--- src/rtl/bnn_pkg.sv ---
// bnn_pkg: shared constants, enums and helper functions for the BNN stream loader.
// Optional build macro BNN_LOADER_CHKSUM_EN adds the CHK state used for trailing
// XOR checksum bytes.
package bnn_pkg;

    localparam int IMG_BITS    = 784;
    localparam int IMG_BYTES   = 98;
    localparam int K_BITS      = 25;
    localparam int FC_BITS     = 20;
    localparam int CONV1_DEPTH = 90;
    localparam int CONV2_DEPTH = 1080;
    localparam int FC_DEPTH    = 480;

    typedef enum logic [1:0] {
        IMG   = 2'd0,
        CONV1 = 2'd1,
        CONV2 = 2'd2,
        FC    = 2'd3
    } layer_e;

    typedef enum logic [2:0] {
        HDR       = 3'd0,
        ADDR      = 3'd1,
        OFFS      = 3'd2,
        PAY       = 3'd3,
`ifdef BNN_LOADER_CHKSUM_EN
        CHK       = 3'd4,
`endif
        EMIT_IMG  = 3'd5,
        EMIT_KER  = 3'd6,
        DROP_WAIT = 3'd7
    } state_e;

    // Number of payload bytes following the header/addr/offset bytes
    function automatic logic [6:0] payload_bytes(input layer_e layer);
        case (layer)
            IMG:     return 7'(IMG_BYTES);
            FC:      return 7'd3;
            default: return 7'd4;
        endcase
    endfunction

    // True when addr is a legal write address for the given weight layer
    function automatic logic addr_in_range(input layer_e layer, input logic [10:0] addr);
        case (layer)
            CONV1:   return addr < 11'(CONV1_DEPTH);
            CONV2:   return addr < 11'(CONV2_DEPTH);
            FC:      return addr < 11'(FC_DEPTH);
            default: return 1'b1;
        endcase
    endfunction

    // fc writes only carry FC_BITS weights; the trailing kernel bits read as zero
    function automatic logic [K_BITS-1:0] mask_bits(input layer_e layer,
                                                    input logic [K_BITS-1:0] bits);
        if (layer == FC)
            return bits & {{(K_BITS-FC_BITS){1'b0}}, {FC_BITS{1'b1}}};
        return bits;
    endfunction

endpackage

--- src/rtl/bnn_bit_packer.sv ---
// bnn_bit_packer: writes one byte, MSB first, into a wide vector starting at
// bit_idx (byte bit 7 lands at bit_idx, bit 0 at bit_idx+7). Bits past the end
// of the vector are discarded.
module bnn_bit_packer #(
    parameter int W     = 784,
    parameter int IDX_W = 10
) (
    input  logic [W-1:0]     vec_in,
    input  logic [7:0]       byte_in,
    input  logic [IDX_W-1:0] bit_idx,
    output logic [W-1:0]     vec_out
);

    // Insert the eight byte bits at their target positions
    always_comb begin
        vec_out = vec_in;
        for (int k = 0; k < 8; k++) begin
            if (int'(bit_idx) + k < W)
                vec_out[int'(bit_idx) + k] = byte_in[7-k];
        end
    end

endmodule

--- src/rtl/bnn_stream_loader.sv ---
// bnn_stream_loader: parses a byte-wide host stream into 784-bit binary images
// (valid/ready) and one-cycle conv1/conv2/fc weight-write strobes.
// Optional build macro BNN_LOADER_CHKSUM_EN: every packet carries a trailing
// XOR checksum byte; mismatching packets are dropped and the held image is
// restored from a shadow copy.
module bnn_stream_loader
    import bnn_pkg::*;
(
    input  logic                clk,
    input  logic                rst_n,
    input  logic                s_valid,
    output logic                s_ready,
    input  logic [7:0]          s_data,
    output logic                image_out_valid,
    input  logic                image_out_ready,
    output logic [IMG_BITS-1:0] image_out,
    output logic                kernel_out_valid,
    output logic [1:0]          kernel_out_layer,
    output logic [10:0]         kernel_out_addr,
    output logic [7:0]          kernel_out_offset,
    output logic [K_BITS-1:0]   kernel_out_bits,
    output logic                err_sticky
);

    state_e              state;
    layer_e              layer_q;
    logic [2:0]          addr_hi;
    logic [10:0]         addr_q;
    logic [7:0]          offs_q;
    logic                addr_ok;
    logic [6:0]          byte_cnt;
    logic [K_BITS-1:0]   kbits;
    logic [K_BITS-1:0]   kbits_pack;
    logic [K_BITS-1:0]   kbits_emit;
    logic [IMG_BITS-1:0] img_pack;
    logic                accept;
    logic                last_pay;
    logic                pkt_done;
    logic                unused_hdr;
`ifdef BNN_LOADER_CHKSUM_EN
    logic [7:0]          chk_acc;
    logic [IMG_BITS-1:0] shadow;
    logic                chk_bad;
`endif

    assign accept     = s_valid & s_ready;
    assign last_pay   = (byte_cnt == payload_bytes(layer_q) - 7'd1);
    // Header bits [5:3] carry no meaning
    assign unused_hdr = ^s_data[5:3];

`ifdef BNN_LOADER_CHKSUM_EN
    assign pkt_done   = (state == CHK) && accept && (s_data == chk_acc);
    assign chk_bad    = (state == CHK) && accept && (s_data != chk_acc);
    assign kbits_emit = mask_bits(layer_q, kbits);
`else
    assign pkt_done   = (state == PAY) && accept && last_pay;
    assign kbits_emit = mask_bits(layer_q, kbits_pack);
`endif

    bnn_bit_packer #(.W(IMG_BITS), .IDX_W(10)) u_img_packer (
        .vec_in  (image_out),
        .byte_in (s_data),
        .bit_idx ({byte_cnt, 3'b000}),
        .vec_out (img_pack)
    );

    bnn_bit_packer #(.W(K_BITS), .IDX_W(5)) u_ker_packer (
        .vec_in  (kbits),
        .byte_in (s_data),
        .bit_idx ({byte_cnt[1:0], 3'b000}),
        .vec_out (kbits_pack)
    );

    // Packet parser FSM with registered handshake and output fields
    always_ff @(posedge clk or negedge rst_n) begin
        if (!rst_n) begin
            state             <= HDR;
            s_ready           <= 1'b0;
            image_out_valid   <= 1'b0;
            image_out         <= '0;
            kernel_out_valid  <= 1'b0;
            kernel_out_layer  <= '0;
            kernel_out_addr   <= '0;
            kernel_out_offset <= '0;
            kernel_out_bits   <= '0;
            err_sticky        <= 1'b0;
            layer_q           <= IMG;
            addr_hi           <= '0;
            addr_q            <= '0;
            offs_q            <= '0;
            addr_ok           <= 1'b0;
            byte_cnt          <= '0;
            kbits             <= '0;
`ifdef BNN_LOADER_CHKSUM_EN
            chk_acc           <= '0;
            shadow            <= '0;
`endif
        end else begin
            kernel_out_valid <= 1'b0;
            case (state)
                HDR: begin
                    s_ready <= 1'b1;
                    if (accept) begin
                        layer_q  <= layer_e'(s_data[7:6]);
                        addr_hi  <= s_data[2:0];
                        byte_cnt <= '0;
`ifdef BNN_LOADER_CHKSUM_EN
                        chk_acc  <= s_data;
`endif
                        if (s_data[7:6] == 2'd0) begin
                            state  <= PAY;
`ifdef BNN_LOADER_CHKSUM_EN
                            shadow <= image_out;
`endif
                        end else begin
                            state <= ADDR;
                        end
                    end
                end
                ADDR: begin
                    if (accept) begin
                        addr_q  <= {addr_hi, s_data};
                        addr_ok <= addr_in_range(layer_q, {addr_hi, s_data});
                        state   <= OFFS;
`ifdef BNN_LOADER_CHKSUM_EN
                        chk_acc <= chk_acc ^ s_data;
`endif
                    end
                end
                OFFS: begin
                    if (accept) begin
                        offs_q   <= s_data;
                        byte_cnt <= '0;
                        state    <= PAY;
`ifdef BNN_LOADER_CHKSUM_EN
                        chk_acc  <= chk_acc ^ s_data;
`endif
                    end
                end
                PAY: begin
                    if (accept) begin
                        byte_cnt <= byte_cnt + 7'd1;
                        if (layer_q == IMG)
                            image_out <= img_pack;
                        else
                            kbits <= kbits_pack;
`ifdef BNN_LOADER_CHKSUM_EN
                        chk_acc <= chk_acc ^ s_data;
                        if (last_pay)
                            state <= CHK;
`endif
                    end
                end
`ifdef BNN_LOADER_CHKSUM_EN
                CHK: begin
                    if (chk_bad) begin
                        err_sticky <= 1'b1;
                        state      <= HDR;
                        if (layer_q == IMG)
                            image_out <= shadow;
                    end
                end
`endif
                EMIT_IMG: begin
                    if (image_out_ready) begin
                        image_out_valid <= 1'b0;
                        state           <= HDR;
                        s_ready         <= 1'b1;
                    end
                end
                EMIT_KER, DROP_WAIT: begin
                    state   <= HDR;
                    s_ready <= 1'b1;
                end
                default: state <= HDR;
            endcase

            // End of a complete, accepted packet: hand off or drop
            if (pkt_done) begin
                s_ready <= 1'b0;
                if (layer_q == IMG) begin
                    state           <= EMIT_IMG;
                    image_out_valid <= 1'b1;
                end else if (addr_ok) begin
                    state             <= EMIT_KER;
                    kernel_out_valid  <= 1'b1;
                    kernel_out_layer  <= layer_q;
                    kernel_out_addr   <= addr_q;
                    kernel_out_offset <= offs_q;
                    kernel_out_bits   <= kbits_emit;
                end else begin
                    state      <= DROP_WAIT;
                    err_sticky <= 1'b1;
                end
            end
        end
    end

endmodule

--- config.mk ---
export PLATFORM = sky130hd
export DESIGN_NAME = bnn_stream_loader
export DESIGN_NICKNAME = d
export VERILOG_FILES = /design/src/rtl/bnn_pkg.sv /design/src/rtl/bnn_bit_packer.sv /design/src/rtl/bnn_stream_loader.sv
export SDC_FILE = /design/constraint.sdc
export NUM_CORES = 1
export LEC_CHECK = 0
export CAP_MARGIN = 40
export CORE_AREA = 2 2 325 327
export DETAILED_ROUTE_END_ITERATION = 8
export DIE_AREA = 0 0 327 329
export PLACE_DENSITY = 0.57
export SLEW_MARGIN = 25
export SYNTH_ARGS = -nofsm -noshare
export SYNTH_HDL_FRONTEND = slang
export SYNTH_SLANG_ARGS = --single-unit
--- constraint.sdc ---
create_clock -name clk -period 4.9 [get_ports clk]
set_clock_uncertainty 0.15 [all_clocks]
set_input_delay 1.225 -clock clk [delete_from_list [all_inputs] [get_ports clk]]
set_output_delay 1.225 -clock clk [all_outputs]
set_load 0.1 [all_outputs]
==> results.md <==
* DRT Pass-1 Iters at 7
* Vias in the first global route at 30088
* Synthesized instance count at 2181
* Area of the core at 0.1044 mm^2
* Final worst-path cycle share at 0.7220
* Fill cell count at 6738
* Syn Nets at 2202
* Clock slew at reported path FFs at 60 ps
* Netlist Area Pre-Place at 0.03471 mm^2
* Die area at 0.1076 mm^2
* Post-CTS setup buffers at 0
* Htree depth at 3
* Number of CTS-inserted buffers at 95
* Worst slew pin tran at 874.7 ps
* # IOs at 846
* Clk sinks at 894
* Critical Path Max Stage Delay at 540 ps
* Max-Cap Viols at 0
* Worst Setup SP: layer_q[0]
* Share of cells above drive strength 1 at 0.4886
* CTS tree: built
* Ys flop type: dfrtp_1
* Hold Violations, Final at 0
* IO Port Bufs at 845
* Final setup fails at 0
* Post-route DRC at 0
* Top-area cell type share of the netlist area at 0.6444
* Fin area at 0.06612 mm^2
* Crit. End Element: flip-flop
* Cell mode on critical path: buf_4
* Fin Setup TNS at 0 ps
* FFs w/ async S/R, synth at 1.000
* Placement Cell Area at 0.06282 mm^2
* YS warnings at 0
* Minimum clock period after layout at 3538 ps
* Clock tree buffer depth at 3
* Cts hold-fix bufs at 0
* GP Congestion at 0.8117
* Maximum VDD drop at 0.0004227 V
* CP Data Required Time at 5280 ps
* Rows at 119
* First-pass GRT wire length at 213900 um
* Fmax at 0.2827 GHz
* Resized cells post-CTS at 0
* Static Leak at 30.85 nW
* CP max-delay cell: or4bb_1
* RSZ-0062 raised after global routing: false
* Data arrival, critical path at 3920 ps
* Antenna-violating nets left at 0
* Status: complete, no violations
* Area grow syn2layout at 90.47%
* Post-synth top area cell: dfrtp_1
* Flops & latches, synth at 894
* Die Ht at 329 um
* Worst hold start: err_sticky
* Worst rel slew slack at 0.4169
* Max Fanout on Critical Path at 9
* RR Startpoint: layer_q[0]
* Seq/Total Area, Yosys at 0.6444
* Clock Latency Late Sink at 650 ps
* Post-synth cell types at 47
* Initial DRC count at 1438
* Worst hold path class: reg -> reg
* Initial antenna violation count at 1
* Synth Area per Inst at 15.92 um^2
* Final Slew Violations at 0
* Vias at 26274
* Pwr/cell area at 350.5 mW/mm^2
* Total grt overflow at 0
* Post-layout net count at 3876
* Critical path cell sequence: inv_1 -> ha_1 -> buf_4 -> or4bb_1 -> a2111oi_4 -> buf_4 -> and2_1 -> mux2_2
* Core Util, Final at 0.6335
* Largest net degree at the start of global routing at 99
* Synth top area cells: dfrtp_1 (64%), mux2_2 (25%), mux2_1 (3.8%)
* Final HPWL DP at 103900 um
* Kind of critical path: reg -> reg
* Die Span X at 327 um
* Final wirelength at 147600 um
* Crit start category: flip-flop
* Pwr Total at 23.18 mW
* EDFF count, synth at 0
* Wire length per cell at 27.69 um
* Initial core utilization at 0.3326
* Clock root buffer: clkbuf_16
* Via-per-instance ratio at 4.930
* Gr usage total at 0.2712
==> worst max-delay path, delay by kind of cell, from the launching register on <==
kind | cells | cell delay [ps]
compound gates | 1 | 410
fa+ha+maj | 1 | 350
mux | 1 | 400
buf+inv | 3 | 660
simple gates | 2 | 1010
flops | 1 | 430
==> stage by stage <==
stage / hold WS [ps] / cells / worst slack (ps)
after floorplan: 323.6 / 2181 / 1755
after global routing: 331.5 / 5327 / 1239
after detailed placement: 306.5 / 5148 / 843.1
after global placement: 314.5 / 4337 / 903.0
after CTS: 321.7 / 5326 / 1351
final: 316.3 / 5329 / 1362
==> layout make-up <==
type	count	area (um^2)	share of cell area
Antenna cell	2	5.005	0.00007569
Multi-Input combinational cell	1138	11800	0.1784
Clock inverter	35	411.6	0.006226
Tap cell	1391	1740	0.02632
Timing Repair Buffer	1721	26900	0.4069
Inverter	5	18.77	0.0002838
Sequential cell	894	22370	0.3383
Clock buffer	143	2870	0.04341
==> power breakdown <==
group          total, mW  switching, mW  internal [mW]
clock network       7.54           3.11           4.43
registers           8.39          0.418           7.97
logic               7.25           4.43           2.82
total               23.2           7.95           15.2
==> synth_stat cells (5+ instances only) <==
cell type	instances
a2111oi_4	5
mux2_1	117
o21ai_0	7
clkbuf_1	113
buf_2	21
nand2b_1	9
inv_1	5
nand2_1	39
nand2_2	57
buf_4	8
nor2_1	26
and2_1	16
mux2_2	782
mux2i_1	5
nor3_1	10
ha_1	9
dfrtp_1	894
==> sequential cells by signal, indices dropped and copies added (netlist names) <==
register           flops
image_out            784
kbits                 25
kernel_out_bits       25
addr_q                11
kernel_out_addr       11
kernel_out_offset      8
offs_q                 8
byte_cnt               7
addr_hi                3
state                  3
kernel_out_layer       2
layer_q                2
addr_ok                1
err_sticky             1
image_out_valid        1
kernel_out_valid       1
s_ready                1
==> per-layer routing <==
| layer | routed length [um] | up-vias | track usage |
|---|---|---|---|
| li1 | - | 11023 | - |
| met1 | 56210 | 13800 | 0.3144 |
| met2 | 76350 | 1122 | 0.4832 |
| met3 | 7937 | 329 | 0.05070 |
| met4 | 7080 | 0 | 0.1298 |
| met5 | 0 | - | 0 |
==> kinds of logic after synthesis <==
family          count (synthesis)  share of synthesized area
flops                         894                     0.6444
simple gates                  185                    0.02959
mux                           904                     0.2931
buf+inv                       149                    0.01773
compound gates                 34                    0.01042
fa+ha+maj                       9                   0.003244
xor+xnor                        6                   0.001514
==> layout by cell type, fill, tap and decap left out, drive strengths merged, types with 4 or more instances in the layout <==
cell type        n
buf            910
mux2           899
dfrtp          894
clkdlybuf4s50  811
clkbuf         143
nand2           96
nor2            26
clkinv          19
and2            16
nor3            10
nand2b           9
ha               9
inv              9
a2111oi          8
o21ai            7
bufinv           7
mux2i            5
clkinvlp         5
xnor2            4
nand3            4
==> path summary, 6_finish.rpt <==
path | endpoint | cells after the start | slack (ps)
worst max register to register | image_out[468] | 8 | 1360
worst max-delay path | image_out[468] | 8 | 1360
min in group asynchronous | image_out[585] | 1 | 450
worst min register to register | err_sticky | 1 | 320
worst min-delay path | err_sticky | 1 | 320
max in group asynchronous | image_out[352] | 2 | 2940
Power figures use the tool's default switching activity.
